--- src/rtl/craft_sub_cells_serial.sv ---
// craft_sub_cells_serial: serialized SubCells layer of the CRAFT round datapath.
// A 64-bit state is accepted in IDLE and then substituted NIBBLES_PER_CYCLE
// nibbles per clock, starting at nibble 0 (bits [63:60]). The result is held in
// DONE until the downstream stage takes it.
//
// Ports:
//   CLK        rising-edge clock
//   RST        asynchronous, active-high reset
//   in_valid   upstream presents in_state
//   in_ready   block can accept a state (IDLE only, low while RST is high)
//   in_state   64-bit cipher state, nibble 0 = bits [63:60]
//   out_valid  out_state holds the fully substituted state
//   out_ready  downstream accepts out_state
//   out_state  substituted state, straight from the state register
//   busy       high in SUB or DONE
//
// craft_sbox: 4-bit CRAFT S-box (an involution).
//   din   nibble in
//   dout  substituted nibble

module craft_sbox (
    input  logic [3:0] din,
    output logic [3:0] dout
);

    always_comb begin
        case (din)
            4'h0: dout = 4'hc;
            4'h1: dout = 4'ha;
            4'h2: dout = 4'hd;
            4'h3: dout = 4'h3;
            4'h4: dout = 4'he;
            4'h5: dout = 4'hb;
            4'h6: dout = 4'hf;
            4'h7: dout = 4'h7;
            4'h8: dout = 4'h8;
            4'h9: dout = 4'h9;
            4'ha: dout = 4'h1;
            4'hb: dout = 4'h5;
            4'hc: dout = 4'h0;
            4'hd: dout = 4'h2;
            4'he: dout = 4'h4;
            default: dout = 4'h6;
        endcase
    end

endmodule

module craft_sub_cells_serial #(
    parameter int unsigned NIBBLES_PER_CYCLE = 1
) (
    input  logic        CLK,
    input  logic        RST,
    input  logic        in_valid,
    output logic        in_ready,
    input  logic [63:0] in_state,
    output logic        out_valid,
    input  logic        out_ready,
    output logic [63:0] out_state,
    output logic        busy
);

    localparam int unsigned STEPS = 16 / NIBBLES_PER_CYCLE;
    // Counter is kept at least one bit wide so the N=16 build still elaborates.
    localparam int unsigned CW    = (STEPS > 1) ? $clog2(STEPS) : 1;

    generate
        if (!(NIBBLES_PER_CYCLE == 1 || NIBBLES_PER_CYCLE == 2 ||
              NIBBLES_PER_CYCLE == 4 || NIBBLES_PER_CYCLE == 8 ||
              NIBBLES_PER_CYCLE == 16)) begin : g_bad_param
            $error("craft_sub_cells_serial: NIBBLES_PER_CYCLE must be 1, 2, 4, 8 or 16");
        end
    endgenerate

    typedef enum logic [1:0] {
        IDLE,
        SUB,
        DONE
    } fsm_t;

    fsm_t          fsm;
    logic [CW-1:0] cnt;
    logic [63:0]   state_q;
    logic [63:0]   state_next;
    logic          out_valid_q;
    logic          busy_q;

    logic [3:0] sb_in  [NIBBLES_PER_CYCLE];
    logic [3:0] sb_out [NIBBLES_PER_CYCLE];

    // Route the current nibble group through the S-box instances and merge the
    // results back; every other nibble passes through untouched.
    always_comb begin
        int unsigned base;
        base       = 32'(cnt) * NIBBLES_PER_CYCLE;
        state_next = state_q;
        for (int unsigned i = 0; i < NIBBLES_PER_CYCLE; i++) begin
            sb_in[i] = state_q[63 - 4 * (base + i) -: 4];
            state_next[63 - 4 * (base + i) -: 4] = sb_out[i];
        end
    end

    for (genvar g = 0; g < NIBBLES_PER_CYCLE; g++) begin : g_sbox
        craft_sbox u_sbox (
            .din  (sb_in[g]),
            .dout (sb_out[g])
        );
    end

    always_ff @(posedge CLK or posedge RST) begin
        if (RST) begin
            fsm         <= IDLE;
            cnt         <= '0;
            state_q     <= '0;
            out_valid_q <= 1'b0;
            busy_q      <= 1'b0;
        end else begin
            case (fsm)
                IDLE: begin
                    if (in_valid) begin
                        state_q <= in_state;
                        cnt     <= '0;
                        busy_q  <= 1'b1;
                        fsm     <= SUB;
                    end
                end
                SUB: begin
                    state_q <= state_next;
                    if (cnt == CW'(STEPS - 1)) begin
                        cnt         <= '0;
                        out_valid_q <= 1'b1;
                        fsm         <= DONE;
                    end else begin
                        cnt <= cnt + CW'(1);
                    end
                end
                DONE: begin
                    if (out_ready) begin
                        out_valid_q <= 1'b0;
                        busy_q      <= 1'b0;
                        fsm         <= IDLE;
                    end
                end
                default: begin
                    fsm <= IDLE;
                end
            endcase
        end
    end

    // Gated by RST so upstream never sees ready while reset is held.
    assign in_ready  = (fsm == IDLE) && !RST;
    assign out_valid = out_valid_q;
    assign out_state = state_q;
    assign busy      = busy_q;

endmodule

--- config.mk ---
export PLATFORM = sky130hd
export DESIGN_NAME = craft_sub_cells_serial
export DESIGN_NICKNAME = d
export VERILOG_FILES = /design/src/rtl/craft_sub_cells_serial.sv
export SDC_FILE = /design/constraint.sdc
export NUM_CORES = 1
export LEC_CHECK = 0
export ABC_CLOCK_PERIOD_IN_PS = 2950
export CORE_MARGIN = 8
export CORE_UTILIZATION = 42
export DETAILED_ROUTE_END_ITERATION = 10
export GPL_TIMING_DRIVEN = 0
export PLACE_DENSITY = 0.77
export SKIP_CTS_REPAIR_TIMING = 1
export SLEW_MARGIN = 20
export SYNTH_ARGS = -nofsm -noshare
export SYNTH_HDL_FRONTEND = slang
export SYNTH_HIERARCHICAL = 1
export SYNTH_SLANG_ARGS = --single-unit
--- constraint.sdc ---
create_clock -name CLK -period 2.95 [get_ports CLK]
set_clock_uncertainty 0.15 [all_clocks]
set_input_delay 0.59 -clock CLK [delete_from_list [all_inputs] [get_ports CLK]]
set_output_delay 0.59 -clock CLK [all_outputs]
set_load 0.05 [all_outputs]
Word level (Yosys, flattened, before mapping):

Memories as Yosys holds them, arrays and structs flattened.
Cells that the tools add are included.

* register bits after elaboration: 72
* latch bits: 0
* RAM bits: 0
* memory bits (read-only): 64
* input bits: 68
* output and inout bits: 67
* logic and storage cells: 43
* memories: 1

* add/subtract/negate cells: 3
* multiply operators: 0
* div/mod/pow operators: 0
* order comparisons: 0
* equality and inequality tests: 6
* shift operators: 3
* muxes and demuxes: 15
* bitwise logic cells: 0
* reduce and logical (&&, ||, !) cells: 10

Memories
* (no name shown): depth 16, width 4, rd ports 1, clocked after Yosys merged registers in 0, wr ports 0, RTL line 27 `case (din)`

Operators by type and width (count)
* 64-bit case mux with 2 select lines: 1
* 4-bit by 34-bit variable shift with 67-bit output, first input constant: 1
* 4-bit by 34-bit indexed part select with 67-bit output: 1
* 67-bit by 33-bit indexed part select with 4-bit output: 1
* 64-bit bitwise mux: 1
* 64-bit 2-to-1 mux: 1
* 32-bit negator with 34-bit output: 1
* 3-bit AND reduction: 3
* 4-bit 2-to-1 mux: 2
* 4-bit case mux with 2 select lines: 1
* 6-bit by 6-bit subtractor with 7-bit output, first input constant: 1
* 2-bit 2-to-1 mux: 3
* 2-bit inequality test, second input constant: 3
* 2-bit case mux with 3 select lines: 1
* 2-bit nonzero test: 3
* 4-bit by 1-bit adder with 4-bit output, second input constant: 1
* 4-bit == test, second input constant: 1
* 1-bit case mux with 2 select lines: 2
* 1-bit 2-to-1 mux: 3
* 2-bit by 1-bit == test with 1-bit output, second input constant: 1
* 2-bit == test, second input constant: 1
* 2-bit logical NOT: 1
* 2-bit AND reduction: 1
* 1-bit logical AND: 1
* 1-bit logical NOT: 1

Longest topological paths before layout:

An unclocked memory read counts as a cell.

* depth after elaboration: 6
* gate-level depth with buffers: 13
* depth with buffers taken out: 8

Hierarchy:

The synthesis kept the hierarchy.

Modules (own cells, without submodules)
* craft_sub_cells_serial: times used 1, cells each 411, area each 4080.2 µm², sequential area each 1801.7 µm²
* craft_sbox: times used 1, cells each 9, area each 56.3 µm², sequential area each 0.0 µm²

Least setup slack after synthesis:

No wires, ideal clock.

* path type: register to register
* from: register cnt[1]
* to: register state_q[59], in the netlist out_state[59]
* library setup time: 0.083 ns
* arrival time: 2.549 ns
* required time: 2.717 ns
* slack: 0.168 ns
* cell stages (with the launch flop): 13
* buffers on the path: 5
* period minus slack after synthesis: 2.782 ns
* cell sequence: dfrtp_1 buf_2 buf_4 buf_4 mux4_2 o21ai_0 o21ai_0 a21o_2 o21ai_0 clkbuf_1 clkbuf_1 a32oi_1 o21ai_0

RTL lines
* start, declared: RTL line 82 `logic [CW-1:0] cnt;`
* start signal, assigned: RTL line 134 `cnt <= cnt + CW'(1);`
* end signal, assigned: RTL line 121 `state_q <= in_state;`
* end signal, assigned: RTL line 128 `state_q <= state_next;`
* end, declared: RTL line 83 `logic [63:0] state_q;`

==> PnR_summary.wiki <==
{| class="wikitable"
! Metric !! Value
|-
| Leading cell types in the layout, fill and taps excluded || clkdlybuf4s50_1, nand2_1, dfrtp_1, o21ai_0, a32oi_1
|-
| Number of diodes added for antenna fixing || 0
|-
| Y dimension of the die || around 120 um
|-
| Number of port buffers || ~130
|-
| Count of maximum capacitance violations || 0
|-
| Count of endpoints failing setup in the final report || 0
|-
| Worst voltage drop across the vdd grid || 0.0007005 V
|-
| Sort of element at the start of the critical path || flip-flop
|-
| Initial DRT Pass Iterations || 5
|-
| Clock latency reported for the late side of the worst-skew pair || 0.35 ns
|-
| Die area || roughly 13,000 um2
|-
| Clock root buffer master || clkbuf_8
|-
| Number of nets in the layout || 640
|-
| Critical path data arrival time || 2.98 ns
|-
| EDFF count, synth || 0
|-
| Estimated wirelength of the detail-placed design || around 12,000 um
|-
| Path type of the worst min-delay path || reg -> reg
|-
| Num rows || 36
|-
| Peak Freq || 0.3482 GHz
|-
| Number of antenna-violating nets in the routed design || 0
|-
| Number of levels in the clock H-tree || 3
|-
| Most common cell after layout, fill and taps aside || clkdlybuf4s50_1
|-
| Placer congestion estimate || 0.9852
|-
| Number of instances in the synthesized netlist || 420
|-
| Maximum number of pins on one net before global-route repair || 49
|-
| Starting DRT DRC Count || roughly 550
|-
| Dominant synthesized flop cell || dfrtp_1
|-
| Hold slack final || 0.3628 ns
|-
| Yosys warning count || 6
|-
| Number of antenna violations at the first check in global routing || 0
|-
| Core Box Area || around 9700 um2
|-
| Routed len/inst || ~23 um
|-
| Via count of the first global-routing pass || 4,392
|-
| Number of buffers created by CTS || 9
|-
| Post-synthesis instance area || between 4000 and 5000 um2
|-
| Wirelength, routed || about 16,000 um
|-
| Non-filler instance count after layout || 703
|-
| Avg Vias per Cell || 6.139
|-
| FILL cells || 804
|-
| First-pass GRT wire length || 24,430 um
|-
| Headroom to the max-slew limit || 0.4973
|-
| Clock tree from TritonCTS || done
|-
| Total number of vias || approximately 4,300
|-
| Clock transition time at the flip-flop clock pins of the worst setup and hold paths || approximately 0.080 ns
|-
| Number of nets in the synthesized netlist || 494
|-
| Total overflow reported by the global router || 0
|-
| Ports placed on the boundary || around 140
|-
| Final-report max-slew violation count || 0
|-
| Tcrit/Tclk final || 0.9734
|-
| Post-synthesis register bit count || between 70 and 80
|-
| Worst endpoint required time || 3.06 ns
|-
| Drc violations || 0
|-
| Min Tclk post-route || 2.872 ns
|-
| FFs w/ async S/R, synth || 1.000
|-
| Die Span X || 115.2 um
|-
| Maximum count of clock buffers along a single path || 2
|-
| Initial Util || 0.4271
|-
| Critical path endpoint category || flip-flop
|-
| Final-report hold violation count || 0
|-
| Slew at the pin with the worst max-slew slack || 0.7442 ns
|-
| Static Leakage || 2.512 nW
|-
| Mean cell area of the mapped netlist || about 9.8 um2
|-
| Count of unique library cells instantiated by Yosys || 48
|-
| Cells after DPL || 688
|-
| Combined area of the multi-input logic cells || 2138 um2
|-
| Synthesis-to-layout area growth || 45.83%
|-
| Flip-flop and latch area || 1803 um2
|-
| Outcome || complete, no violations
|-
| Layout cells sized above 1 || 0.1526
|-
| Cell Pwr Density || roughly 1400 nW/um2
|-
| Crit path kind || reg -> reg
|-
| Largest driver fanout on the critical path || 10
|-
| Number of sinks on the clock net || 72
|-
| Global routing usage summed across all routing layers || 0.2415
|-
| Sequential share of the synthesized area || 0.4356
|}
[state kept, by name, indices dropped and copies added, names as in the netlist]
| register | flops |
|---|---|
| busy | 1 |
| cnt | 4 |
| fsm | 2 |
| out_state | 64 |
| out_valid | 1 |
[Yosys cell counts, drive strengths merged, types with 8 or more instances]
| cell type | n | area, um2 |
|---|---|---|
| mux2i | 10 | 100.1 |
| o21ai | 60 | 300.3 |
| a32oi | 32 | 280.3 |
| dfrtp | 72 | 1802 |
| mux4 | 11 | 247.7 |
| a31oi | 9 | 93.84 |
| a221o | 8 | 80.08 |
| buf | 26 | 150.1 |
| clkbuf | 10 | 37.54 |
| and3 | 11 | 68.82 |
| a21oi | 8 | 51.30 |
| inv | 10 | 37.53 |
| nor2 | 8 | 35.03 |
| a22oi | 25 | 187.7 |
| nand2 | 79 | 296.5 |
[layer usage]
| layer | vias up | share of wire | track usage |
|---|---|---|---|
| li1 | 1897 | - | - |
| met1 | 2088 | 0.39 | 0.2998 |
| met2 | 288 | 0.48 | 0.3905 |
| met3 | 43 | 0.099 | 0.05462 |
| met4 | 0 | 0.031 | 0.1130 |
| met5 | - | 0 | 0 |
[kinds of logic after synthesis]
logic type / share of synthesized area
AOI/OAI and AO/OA: 0.2668
buffers and inverters: 0.05445
and+or+nand+nor: 0.1382
adders and majority gates: 0.02087
DFF: 0.4356
muxes: 0.08409
[cell type report]
class / count / share of cell area
inverters: 10 / 0.006638
repair buffers: 136 / 0.2282
clock inverters: 5 / 0.02136
well taps: 133 / 0.02759
plain buffers: 35 / 0.04003
flip-flops and latches: 72 / 0.2989
multi-input cells: 302 / 0.3545
clock buffers: 10 / 0.02282
[metrics by stage]
stage / total power (W) / area (um2) / TNS (ns) / setup slack (ns) / util
3_5_place_dp: 0.006904 / 5674 / -24.42 / -0.7541 / 0.5859
6_report: 0.008303 / 6032 / 0 / 0.07845 / 0.6229
2_1_floorplan: 0.005101 / 4136 / 0 / 0.1676 / -
5_1_grt: 0.008655 / 6032 / -0.02324 / -0.01186 / 0.6229
4_1_cts: 0.007970 / 5941 / -25.57 / -0.8049 / 0.6134
3_3_place_gp: 0.006779 / 5644 / -80.70 / -0.8702 / 0.5828
[where the power goes]
part | switching [W] | total (W) | internal (W)
combinational | 0.00357 | 0.00551 | 0.00194
clock | 0.000391 | 0.00106 | 0.000668
sequential | 0.000371 | 0.00173 | 0.00136
total | 0.00433 | 0.00830 | 0.00397
[critical path, stage by stage, from the launching register on]
cell and delay, ns:
dfrtp_2 0.44, buf_8 0.17, clkbuf_4 0.21, nor2b_1 0.18, a221oi_1 0.30, o21ai_0 0.14
o21ai_0 0.15, inv_1 0.11, a22oi_1 0.18, buf_2 0.24, buf_4 0.23, a22oi_1 0.08
o21ai_0 0.19
[worst paths after layout]
path                          startpoint             to  slack, ns  depth (start not counted)
min reg2reg                out_state[61]  out_state[61]       0.36                          2
min in group asynchronous            RST  out_state[46]       0.44                          2
max in group asynchronous            RST   out_state[5]       1.65                          3
max                               cnt[0]  out_state[52]       0.08                         12
max reg2reg                       cnt[0]  out_state[52]       0.08                         12
min                        out_state[61]  out_state[61]       0.36                          2
Power figures use the tool's default switching activity.
